--- src/rtl/to_polar_sched_pkg.sv ---
// rtl/to_polar_sched_pkg.sv - shared types and constants for the to_polar scheduler
package to_polar_sched_pkg;

    localparam int CORE_LAT = 24;
    localparam int MAX_CW   = 3;

    typedef enum logic [1:0] {
        IDLE  = 2'd0,
        RUN   = 2'd1,
        DRAIN = 2'd2
    } state_t;

    // chan is sized for the largest supported NCH; narrower builds use the low bits
    typedef struct packed {
        logic              valid;
        logic [MAX_CW-1:0] chan;
    } tag_t;

endpackage

--- src/rtl/to_polar_sched_rr.sv ---
// rtl/to_polar_sched_rr.sv - round-robin arbiter, search starts one past ptr
module to_polar_sched_rr
#(
    parameter int NCH = 4,
    parameter int CW  = 2
)
(
    input  logic [NCH-1:0] req,
    input  logic [CW-1:0]  ptr,
    input  logic           prio_en,
    output logic [NCH-1:0] gnt,
    output logic [CW-1:0]  idx,
    output logic           any
);

    always_comb begin
        logic [CW-1:0] c;
        c   = '0;
        gnt = '0;
        idx = '0;
        any = 1'b0;
        if (prio_en && req[0]) begin
            gnt[0] = 1'b1;
            any    = 1'b1;
        end else begin
            for (int k = 1; k <= NCH; k++) begin
                c = CW'((int'(ptr) + k) % NCH);
                if (!any && req[c]) begin
                    gnt[c] = 1'b1;
                    idx    = c;
                    any    = 1'b1;
                end
            end
        end
    end

endmodule

--- src/rtl/to_polar_sched.sv ---
// rtl/to_polar_sched.sv - shares one to_polar core between NCH requesters (TO_POLAR_SCHED_PRIO_EN: ch0 strict priority)
module to_polar_sched
    import to_polar_sched_pkg::*;
#(
    parameter int NCH = 4,
    parameter int CW  = 2,
    parameter int IW  = 16,
    parameter int OW  = 16,
    parameter int PW  = 25,
    parameter int LAT = CORE_LAT
)
(
    input  logic              clk,
    input  logic              rst_n,
    input  logic              enable,
    input  logic              flush_req,
    output logic              flush_done,
    input  logic [NCH-1:0]    s_valid,
    output logic [NCH-1:0]    s_ready,
    input  logic [NCH*IW-1:0] s_x,
    input  logic [NCH*IW-1:0] s_y,
    output logic              m_valid,
    input  logic              m_ready,
    output logic [CW-1:0]     m_chan,
    output logic [OW-1:0]     m_mag,
    output logic [PW-1:0]     m_phase,
    output logic              cor_ce,
    output logic [IW-1:0]     cor_x,
    output logic [IW-1:0]     cor_y,
    output logic              cor_aux,
    input  logic [OW-1:0]     cor_mag,
    input  logic [PW-1:0]     cor_phase,
    input  logic              cor_aux_o,
    output logic              busy,
    output logic              err
);

    localparam int FW = $clog2(LAT + 1);

`ifdef TO_POLAR_SCHED_PRIO_EN
    localparam logic PRIO = 1'b1;
`else
    localparam logic PRIO = 1'b0;
`endif

    state_t         state;
    tag_t           tag [LAT];
    logic [CW-1:0]  rr;
    logic [FW-1:0]  inflight;
    logic [NCH-1:0] gnt;
    logic [CW-1:0]  g;
    logic           any;
    logic           grant_ok;
    logic           accept;
    logic           pop;

    to_polar_sched_rr #(.NCH(NCH), .CW(CW)) u_rr (
        .req     (s_valid),
        .ptr     (rr),
        .prio_en (PRIO),
        .gnt     (gnt),
        .idx     (g),
        .any     (any)
    );

    assign m_valid = tag[LAT-1].valid;
    assign m_chan  = tag[LAT-1].chan[CW-1:0];
    assign m_mag   = cor_mag;
    assign m_phase = cor_phase;

    // a held result freezes the core and the tag line together
    assign cor_ce   = !(m_valid && !m_ready);
    assign grant_ok = (state == RUN) && cor_ce;
    assign s_ready  = grant_ok ? gnt : '0;
    assign accept   = grant_ok && any;
    assign pop      = m_valid && m_ready;

    assign cor_x   = accept ? s_x[int'(g)*IW +: IW] : '0;
    assign cor_y   = accept ? s_y[int'(g)*IW +: IW] : '0;
    assign cor_aux = accept;
    assign busy    = (inflight != '0) || (state == DRAIN);

    always_ff @(posedge clk) begin
        if (!rst_n) begin
            state      <= IDLE;
            rr         <= CW'(NCH - 1);
            inflight   <= '0;
            flush_done <= 1'b0;
            err        <= 1'b0;
            for (int i = 0; i < LAT; i++) begin
                tag[i] <= '0;
            end
        end else begin
            flush_done <= 1'b0;
            if (cor_ce) begin
                tag[0].valid <= accept;
                tag[0].chan  <= MAX_CW'(g);
                for (int i = 1; i < LAT; i++) begin
                    tag[i] <= tag[i-1];
                end
            end
            if (accept) begin
                rr <= g;
            end
            if (accept && !pop) begin
                inflight <= inflight + FW'(1);
            end else if (!accept && pop) begin
                inflight <= inflight - FW'(1);
            end
            if (cor_aux_o != m_valid) begin
                err <= 1'b1;
            end
            case (state)
                IDLE: begin
                    if (enable) state <= RUN;
                end
                RUN: begin
                    if (flush_req)   state <= DRAIN;
                    else if (!enable) state <= IDLE;
                end
                DRAIN: begin
                    if (inflight == '0 && !m_valid) begin
                        flush_done <= 1'b1;
                        state      <= enable ? RUN : IDLE;
                    end
                end
                default: state <= IDLE;
            endcase
        end
    end

endmodule

--- config.mk ---
export PLATFORM = sky130hd
export DESIGN_NAME = to_polar_sched
export DESIGN_NICKNAME = d
export VERILOG_FILES = /design/src/rtl/to_polar_sched_pkg.sv /design/src/rtl/to_polar_sched_rr.sv /design/src/rtl/to_polar_sched.sv
export SDC_FILE = /design/constraint.sdc
export NUM_CORES = 1
export LEC_CHECK = 0
export CAP_MARGIN = 20
export CORE_AREA = 2 2 102 104
export DETAILED_ROUTE_END_ITERATION = 8
export DIE_AREA = 0 0 104 106
export DONT_BUFFER_PORTS = 1
export PLACE_DENSITY = 0.69
export SETUP_SLACK_MARGIN = 0.4
export SLEW_MARGIN = 0
export SYNTH_ARGS = -nofsm -noshare
export SYNTH_HDL_FRONTEND = slang
export SYNTH_SLANG_ARGS = --single-unit
--- constraint.sdc ---
create_clock -name clk -period 4.3 [get_ports clk]
set_input_delay 0.86 -clock clk [delete_from_list [all_inputs] [get_ports clk]]
set_output_delay 0.86 -clock clk [all_outputs]
set_load 0.03 [all_outputs]
==> results.ini, run 1 <==
[run_status]
status = finished clean

[drt]
drt-vias-per-instance = 5.90
drtPass1Iterations = 4
route.detailed.drc = 0
drt_first_iter_violations = 311
drtAntennaViolNets = 0
vias = 3388
wirelength_um = 14700
wl_per_cell_um = 25.6

[global_route]
track_usage_pct = 26.2
grt_pass1_vias = 3207
grt_start_max_net_pins = 84
grt_pass1_wl_um = 20600
antenna_found_initial = 6
grt_overflow = 0

[worst_setup_path]
reg2reg_depth = 12
r2r-end = inflight[4]
crit_chain = buf_4 -> mux4_2 -> o21ai_2 -> o2bb2ai_4 -> buf_12 -> mux2i_1 -> o22ai_1 -> buf_4
crit-reg2reg-launch = tag[2][31]
reg2reg_slack_ns = 1.00
cp.arrival_ns = 2.91
crit_fanout = 16
critPathLaunchType = register
endpoint_kind = primary output
worst_path_max_delay_cell = mux4_2
critPathMostFrequentCell = buf_4
critPathBufInv = 3
cp_top_family = multiplexers
slowest_delay_ns = 0.64
cp.required_ns = 3.44
criticalPathCategory = reg2out

[clock_tree]
cts.clk_slew.worst_paths_ns = 0.08
clock_sinks = 83
htree_levels = 3
cts-root-buf = clkbuf_8
cts.hold.buffers_added = 0
tritoncts.num_buffers = 9
clk_latency_ns = 0.34
clockBufferDepth = 2
cts_tree = built

[yosys]
synth-compound-area-share_pct = 9.34
synth-xor-area-share_pct = 0.849
ys_ff_latch = 83
avgSynthCellArea_um2 = 11.6
netlist_top_cells_count = 74 x mux2i_1, 72 x edfxtp_1, 51 x and3_1, 44 x buf_4, 33 x o22ai_1
synth_top_family_by_area = multiplexers
yosysSeqAreaShare_pct = 46.2
synthAdderAreaFrac_pct = 3.30
synth_edf_count = 72
synth-simple-area-share_pct = 13.0
synth_top_area_share_pct = 41.9
synthCells = 444
synth.cell_area_um2 = 5160
synth_top_area_cell = edfxtp_1
synth_cell_type_count = 53
syn-num-nets = 636
yosys_warnings = 0
synth.area.top_cells = edfxtp_1 42%, mux2i_1 14%, buf_4 6.4%
async_reset_ff_share_pct = 0
synth_mux_area_share_pct = 15.7
synth_most_common_cell = mux2i_1
dominantRegCellSynth = edfxtp_1

[timing]
skew_ns = 0.00756
worst_pin_slew_ns = 0.504
setup_tns_ns = 0
fin_crit_ns = 3.77
fmax_ghz = 0.266
hold_viol_final = 0
finalSetupViolCount = 0
rsz0062_at_grt = false
min_period_over_period_pct = 87.6
max_slew_margin_pct = 66.4
slew_violations = 0

[placement]
gp_congestion = 0.870
portBuffers = 0
post-dp-hpwl_um = 11100

[min_path]
min_path_cells = 2
hp-class = reg2reg
min_to = inflight[4]
hp-start = inflight[4]

[flow_run]
cap_violations = 0

[power_and_ir_drop]
p_per_area_nw_per_um2 = 391
intPower_mw = 1.51
power_frac_comb_pct = 31.2
clkPwrFrac_pct = 27.4
switchingPower_mw = 0.644
total_power_mw = 2.15
p_leak_nw = 2.45
max-vdd-ir-drop_mv = 0.159
swShare_pct = 29.9
seqPwrFrac_pct = 41.4

[layout]
drive_gt1_share_pct = 20.6
final_nets = 618
multi_input_area_um2 = 2280
seq_area_um2 = 2380
syn2layout_area_growth_pct = 6.72
fill_cells = 892

[die]
initial_core_util_pct = 51.6
fp.dieArea_um2 = 11000
fp-row-count = 37
dieWidth_um = 104
die_y_um = 106
design.core.area_um2 = 10000
ios = 264

[layer usage]
| metal | track usage [%] | up-vias | part of all wire [%] |
|---|---|---|---|
| met5 | 0 | - | 0 |
| met3 | 7.91 | 30 | 8.1 |
| met1 | 32.7 | 1635 | 39 |
| met4 | 16.3 | 0 | 4.2 |
| met2 | 40.0 | 136 | 49 |
| li1 | - | 1587 | - |
[flip-flops by register name, summed over array words and instances, names as in the netlist]
name / flops
inflight: 5
state: 2
tag: 72
rr: 2
flush_done: 1
err: 1
[power groups by stage]
stage               clock network, mW  logic (mW)  registers, mW
CTS                             0.602       0.646          0.892
global route                    0.634       0.712          0.894
finish                          0.589       0.671          0.892
detailed placement                  0       0.606          0.910
global placement                    0       0.599          0.909
floorplan                           0       0.580          0.911
[cell families (layout without fill, tap and decap cells)]
| family | Yosys count | after routing |
|---|---|---|
| and+or+nand+nor | 111 | 111 |
| DFF | 83 | 83 |
| buffers and inverters | 82 | 69 |
| muxes | 78 | 78 |
| AOI/OAI and AO/OA | 72 | 72 |
| adders and majority gates | 13 | 13 |
| xor gates and xnor gates | 5 | 5 |
| other | 0 | 7 |
[how the worst max path moves through the flow]
stage	start	to	depth (start not counted)
6_report	rr[0]	cor_y[15]	8
5_1_grt	rr[0]	cor_x[15]	8
4_1_cts	rr[0]	cor_x[9]	9
3_5_place_dp	s_valid[1]	cor_x[14]	7
3_3_place_gp	s_valid[1]	cor_y[14]	7
2_1_floorplan	m_ready	cor_y[10]	7
[worst min-delay path, cell delays in order, from the launching register on]
cell and delay, ns:
dfxtp_1 0.33, o21ai_0 0.08, a21boi_0 0.08
[area by class of cell]
type / count / share of cell area [%]
clock buffers: 11 / 2.39
inverters: 5 / 0.341
diodes: 7 / 0.318
well taps: 136 / 3.09
repair buffers: 48 / 7.75
clock inverters: 5 / 1.43
flip-flops and latches: 83 / 43.3
multi-input cells: 279 / 41.4
[per-stage QoR]
stage / worst slack [ns] / utilization (%) / instance area [um^2] / cells / hold slack (ns)
detailed placement: 0.396 / 51.1 / 5110 / 548 / 0.510
floorplan: 0.437 / - / 5160 / 444 / 0.478
global placement: 0.418 / 51.1 / 5110 / 548 / 0.497
CTS: 0.428 / 54.0 / 5400 / 565 / 0.526
finish: 0.535 / 55.0 / 5500 / 574 / 0.534
global route: 0.421 / 55.0 / 5500 / 573 / 0.549
[repair_timing]
action | CTS | global route
endpoints found under the setup margin | 32 | 32
gates cloned | 1 | 1
buffers inserted | 0 | 0
gates resized for setup | 14 | 7
[layout by cell type, fill, tap and decap left out, types with 2 or more instances in the layout]
| cell type | count |
|---|---|
| xor2_1 | 2 |
| buf_4 | 43 |
| clkbuf_1 | 2 |
| dfxtp_1 | 11 |
| mux2i_2 | 13 |
| and2_1 | 25 |
| nor2b_1 | 2 |
| bufinv_16 | 2 |
| clkbuf_8 | 9 |
| a211o_1 | 2 |
| xnor2_1 | 3 |
| ha_1 | 11 |
| clkinv_2 | 2 |
| edfxtp_1 | 72 |
| nand3b_1 | 3 |
| o21ai_0 | 7 |
| mux2i_4 | 2 |
| inv_1 | 5 |
| a22o_1 | 4 |
| a21o_1 | 2 |
| nand2_1 | 9 |
| nand3_1 | 2 |
| mux2i_1 | 60 |
| a221o_1 | 2 |
| mux4_2 | 2 |
| nor3_1 | 2 |
| diode_2 | 7 |
| or3_1 | 2 |
| a21oi_1 | 11 |
| and3_1 | 51 |
| o22ai_1 | 33 |
| nor2_1 | 6 |
Power figures use the tool's default switching activity.
==> run 2: changes to the inputs <==
- ABC_AREA: unset -> 1
- CORE_AREA: 2 2 102 104 -> unset
- CORE_UTILIZATION: unset -> 53
- DIE_AREA: 0 0 104 106 -> unset
- PLACE_DENSITY: 0.69 -> 0.68
==> run 2 against run 1 <==
  * The run now ends with DRC left
  * Largest power group is now combinational cells
  * Sequential power rose by 0.8%
  * Worst setup slack improved by 0.084 ns
  * Register-to-register slack got worse by 0.02 ns
  * Highest routed layer unchanged
==> results.ini, run 2 <==
[drt]
drt_first_iter_violations = 263  ; -15%
drt-vias-per-instance = 5.16  ; -13%
vias = 4879  ; +44%
drtPass1Iterations = 7  ; +3
drtAntennaViolNets = 0  ; unchanged
route.detailed.drc = 10  ; +10
wirelength_um = 14700  ; -0.27%
wl_per_cell_um = 15.5  ; -39%

[worst_setup_path]
crit_chain = inv_2 -> ha_1 -> inv_1 -> nand3_2 -> nand2_4 -> nor2_8 -> nand3b_4 -> nand3_2 -> bufbuf_16 -> nand2_1 -> nand3_1 -> a21oi_1 -> buf_4
crit-reg2reg-launch = rr[1]
critPathMostFrequentCell = nand3_2
endpoint_kind = primary output
r2r-end = inflight[4]
crit_fanout = 33  ; +17
criticalPathCategory = reg2out
reg2reg_depth = 18  ; +6
crit_start = rr[1]
cp.required_ns = 3.44  ; about the same
worst_path_max_delay_cell = dfxtp_4
cp.arrival_ns = 2.82  ; -0.09 ns
critPathLaunchType = register
slowest_delay_ns = 0.40  ; -0.24 ns
endpoint = cor_x[15]
reg2reg_slack_ns = 0.98  ; -0.02 ns

[clock_tree]
cts.hold.buffers_added = 0  ; unchanged
clk_latency_ns = 0.34  ; about the same
htree_levels = 3  ; unchanged
clockBufferDepth = 2  ; unchanged
cts_tree = built
clock_sinks = 83  ; unchanged
tritoncts.num_buffers = 9  ; unchanged
cts-root-buf = clkbuf_16
cts.clk_slew.worst_paths_ns = 0.07  ; about the same

[yosys]
syn-num-nets = 1007  ; +58%
synth.area.top_cells = edfxtp_1 34%, inv_1 13%, nand3_2 9.8%
synth_edf_count = 72  ; unchanged
synth_most_common_cell = inv_1
synth.cell_area_um2 = 6420  ; +24%
ys_ff_latch = 83  ; unchanged
synth_top_area_share_pct = 33.7  ; -8.2 points
synth_top_area_cell = edfxtp_1
dominantRegCellSynth = edfxtp_1
yosys_warnings = 0  ; unchanged
yosysSeqAreaShare_pct = 37.1  ; -9.1 points
synthCells = 815  ; +84%
netlist_top_cells_count = 221 x inv_1, 119 x nand2_1, 87 x nand3_1, 72 x edfxtp_1, 64 x nor2_1
async_reset_ff_share_pct = 0  ; unchanged
avgSynthCellArea_um2 = 7.87  ; -32%
synth_cell_type_count = 34  ; -36%

[timing]
fin_crit_ns = 3.68  ; -0.0836 ns
max_slew_margin_pct = 55.2  ; -11 points
skew_ns = 0.00641  ; -0.00115 ns
hold_viol_final = 0  ; unchanged
finalSetupViolCount = 0  ; unchanged
slew_violations = 0  ; unchanged
rsz0062_at_grt = false
min_period_over_period_pct = 85.6  ; -1.9 points
worst_pin_slew_ns = 0.672  ; +0.168 ns
setup_tns_ns = 0  ; unchanged
fmax_ghz = 0.272  ; +2.3%

[die]
ios = 264  ; unchanged
initial_core_util_pct = 55.2  ; +3.7 points
design.core.area_um2 = 11600  ; +16%
dieWidth_um = 112  ; +7.7%
fp.dieArea_um2 = 12500  ; +14%
die_y_um = 112  ; +5.7%
fp-row-count = 39  ; +5.4%

[placement]
portBuffers = 0  ; unchanged
post-dp-hpwl_um = 10300  ; -7.2%
gp_congestion = 0.894  ; +2.8%

[power_and_ir_drop]
p_per_area_nw_per_um2 = 447  ; +14%
max-vdd-ir-drop_mv = 0.243  ; +52%
total_power_mw = 3.04  ; +41%
p_leak_nw = 3.52  ; +43%

[run_status]
status = complete, but fails checks
failed_checks = DRC

[global_route]
grt_overflow = 0  ; unchanged
grt_start_max_net_pins = 54  ; -36%
grt_pass1_vias = 4830  ; +51%
antenna_found_initial = 1  ; -5
grt_pass1_wl_um = 23200  ; +13%
track_usage_pct = 23.5  ; -2.7 points

[layout]
layout_common_cells = 220 x inv_1, 117 x nand2_1, 87 x nand3_1
syn2layout_area_growth_pct = 6.05
largestRegisters = tag x72, inflight x5
largest_reg_flops = 72  ; unchanged
fill_cells = 1079  ; +21%
final_nets = 988  ; +60%
final_common_cell = inv_1
largest-register = tag
drive_gt1_share_pct = 22.7  ; +2.1 points

[min_path]
min_path_cells = 2  ; unchanged
hp-class = reg2reg

[flow_run]
cap_violations = 0  ; unchanged

==> run 2: cell types whose count changed in the layout (fill, tap and decap cells not counted), sizes merged, moves of 6 or more <==
cell,delta
and3,-50
mux2i,-75
nand3,+149
a21oi,+28
diode,-6
o22ai,-33
inv,+222
nand2,+120
and2,-25
nor2,+59
==> run 2: worst min path at each step <==
stage	startpoint	endpoint	slack, ns
2_1_floorplan	inflight[4]	inflight[4]	0.46
3_3_place_gp	inflight[4]	inflight[4]	0.47
3_5_place_dp	inflight[4]	inflight[4]	0.49
4_1_cts	inflight[4]	inflight[4]	0.50
5_1_grt	tag[2][7]	tag[2][11]	0.52
6_report	inflight[4]	inflight[4]	0.50
==> run 2: stage by stage <==
stage / instances / hold slack [ns] / instance area (um^2) / setup slack, ns / util (%)
finish: 945 / 0.499 / 6800 / 0.618 / 58.6
global route: 945 / 0.524 / 6800 / 0.450 / 58.6
CTS: 940 / 0.499 / 6760 / 0.421 / 58.2
detailed placement: 918 / 0.490 / 6330 / 0.332 / 54.5
global placement: 918 / 0.469 / 6330 / 0.412 / 54.5
floorplan: 815 / 0.462 / 6420 / 0.944 / -
==> run 2: worst max-delay path, delay by kind of cell, from the launching register on <==
kind | cells | cell delay (ns)
adders and majority gates | 1 | 0.34
DFF | 1 | 0.40
AOI/OAI and AO/OA | 1 | 0.17
and+or+nand+nor | 7 | 0.78
buffers and inverters | 4 | 0.76
==> run 2: timing repair <==
item,CTS,global route
resized for setup,10,3
pin swaps,1,1
setup endpoints to repair,32,31
gates cloned,1,0
buffers inserted,5,4
==> run 2: layer usage <==
metal	part of all wire [%]	routed length, um	GRT usage [%]	vias up
li1	-	-	-	2416
met2	51	7480	42.2	159
met3	5.4	788	4.81	29
met1	41	6050	27.8	2275
met5	0	0	0	-
met4	2.4	346	8.62	0
==> run 2: layout make-up <==
cell class	count	area (um^2)	share of cell area (%)
Clock inverter	7	98.8	1.45
Sequential cell	83	2390	35.1
Timing Repair Buffer	52	503	7.39
Multi-Input combinational cell	426	2560	37.6
Inverter	224	853	12.5
Tap cell	143	179	2.63
Clock buffer	9	225	3.31
Antenna cell	1	2.50	0.0368
==> run 2: kinds of logic after synthesis <==
family	share of synthesized area, %
and+or+nand+nor	30.0
AOI/OAI and AO/OA	6.34
DFF	37.1
buffers and inverters	23.2
adders and majority gates	2.65
xor gates and xnor gates	0.682
==> run 2: power breakdown <==
group,switching (mW),internal (mW)
Sequential,0.0142,0.885
Combinational,0.843,0.460
Clock,0.322,0.514
Total,1.18,1.86
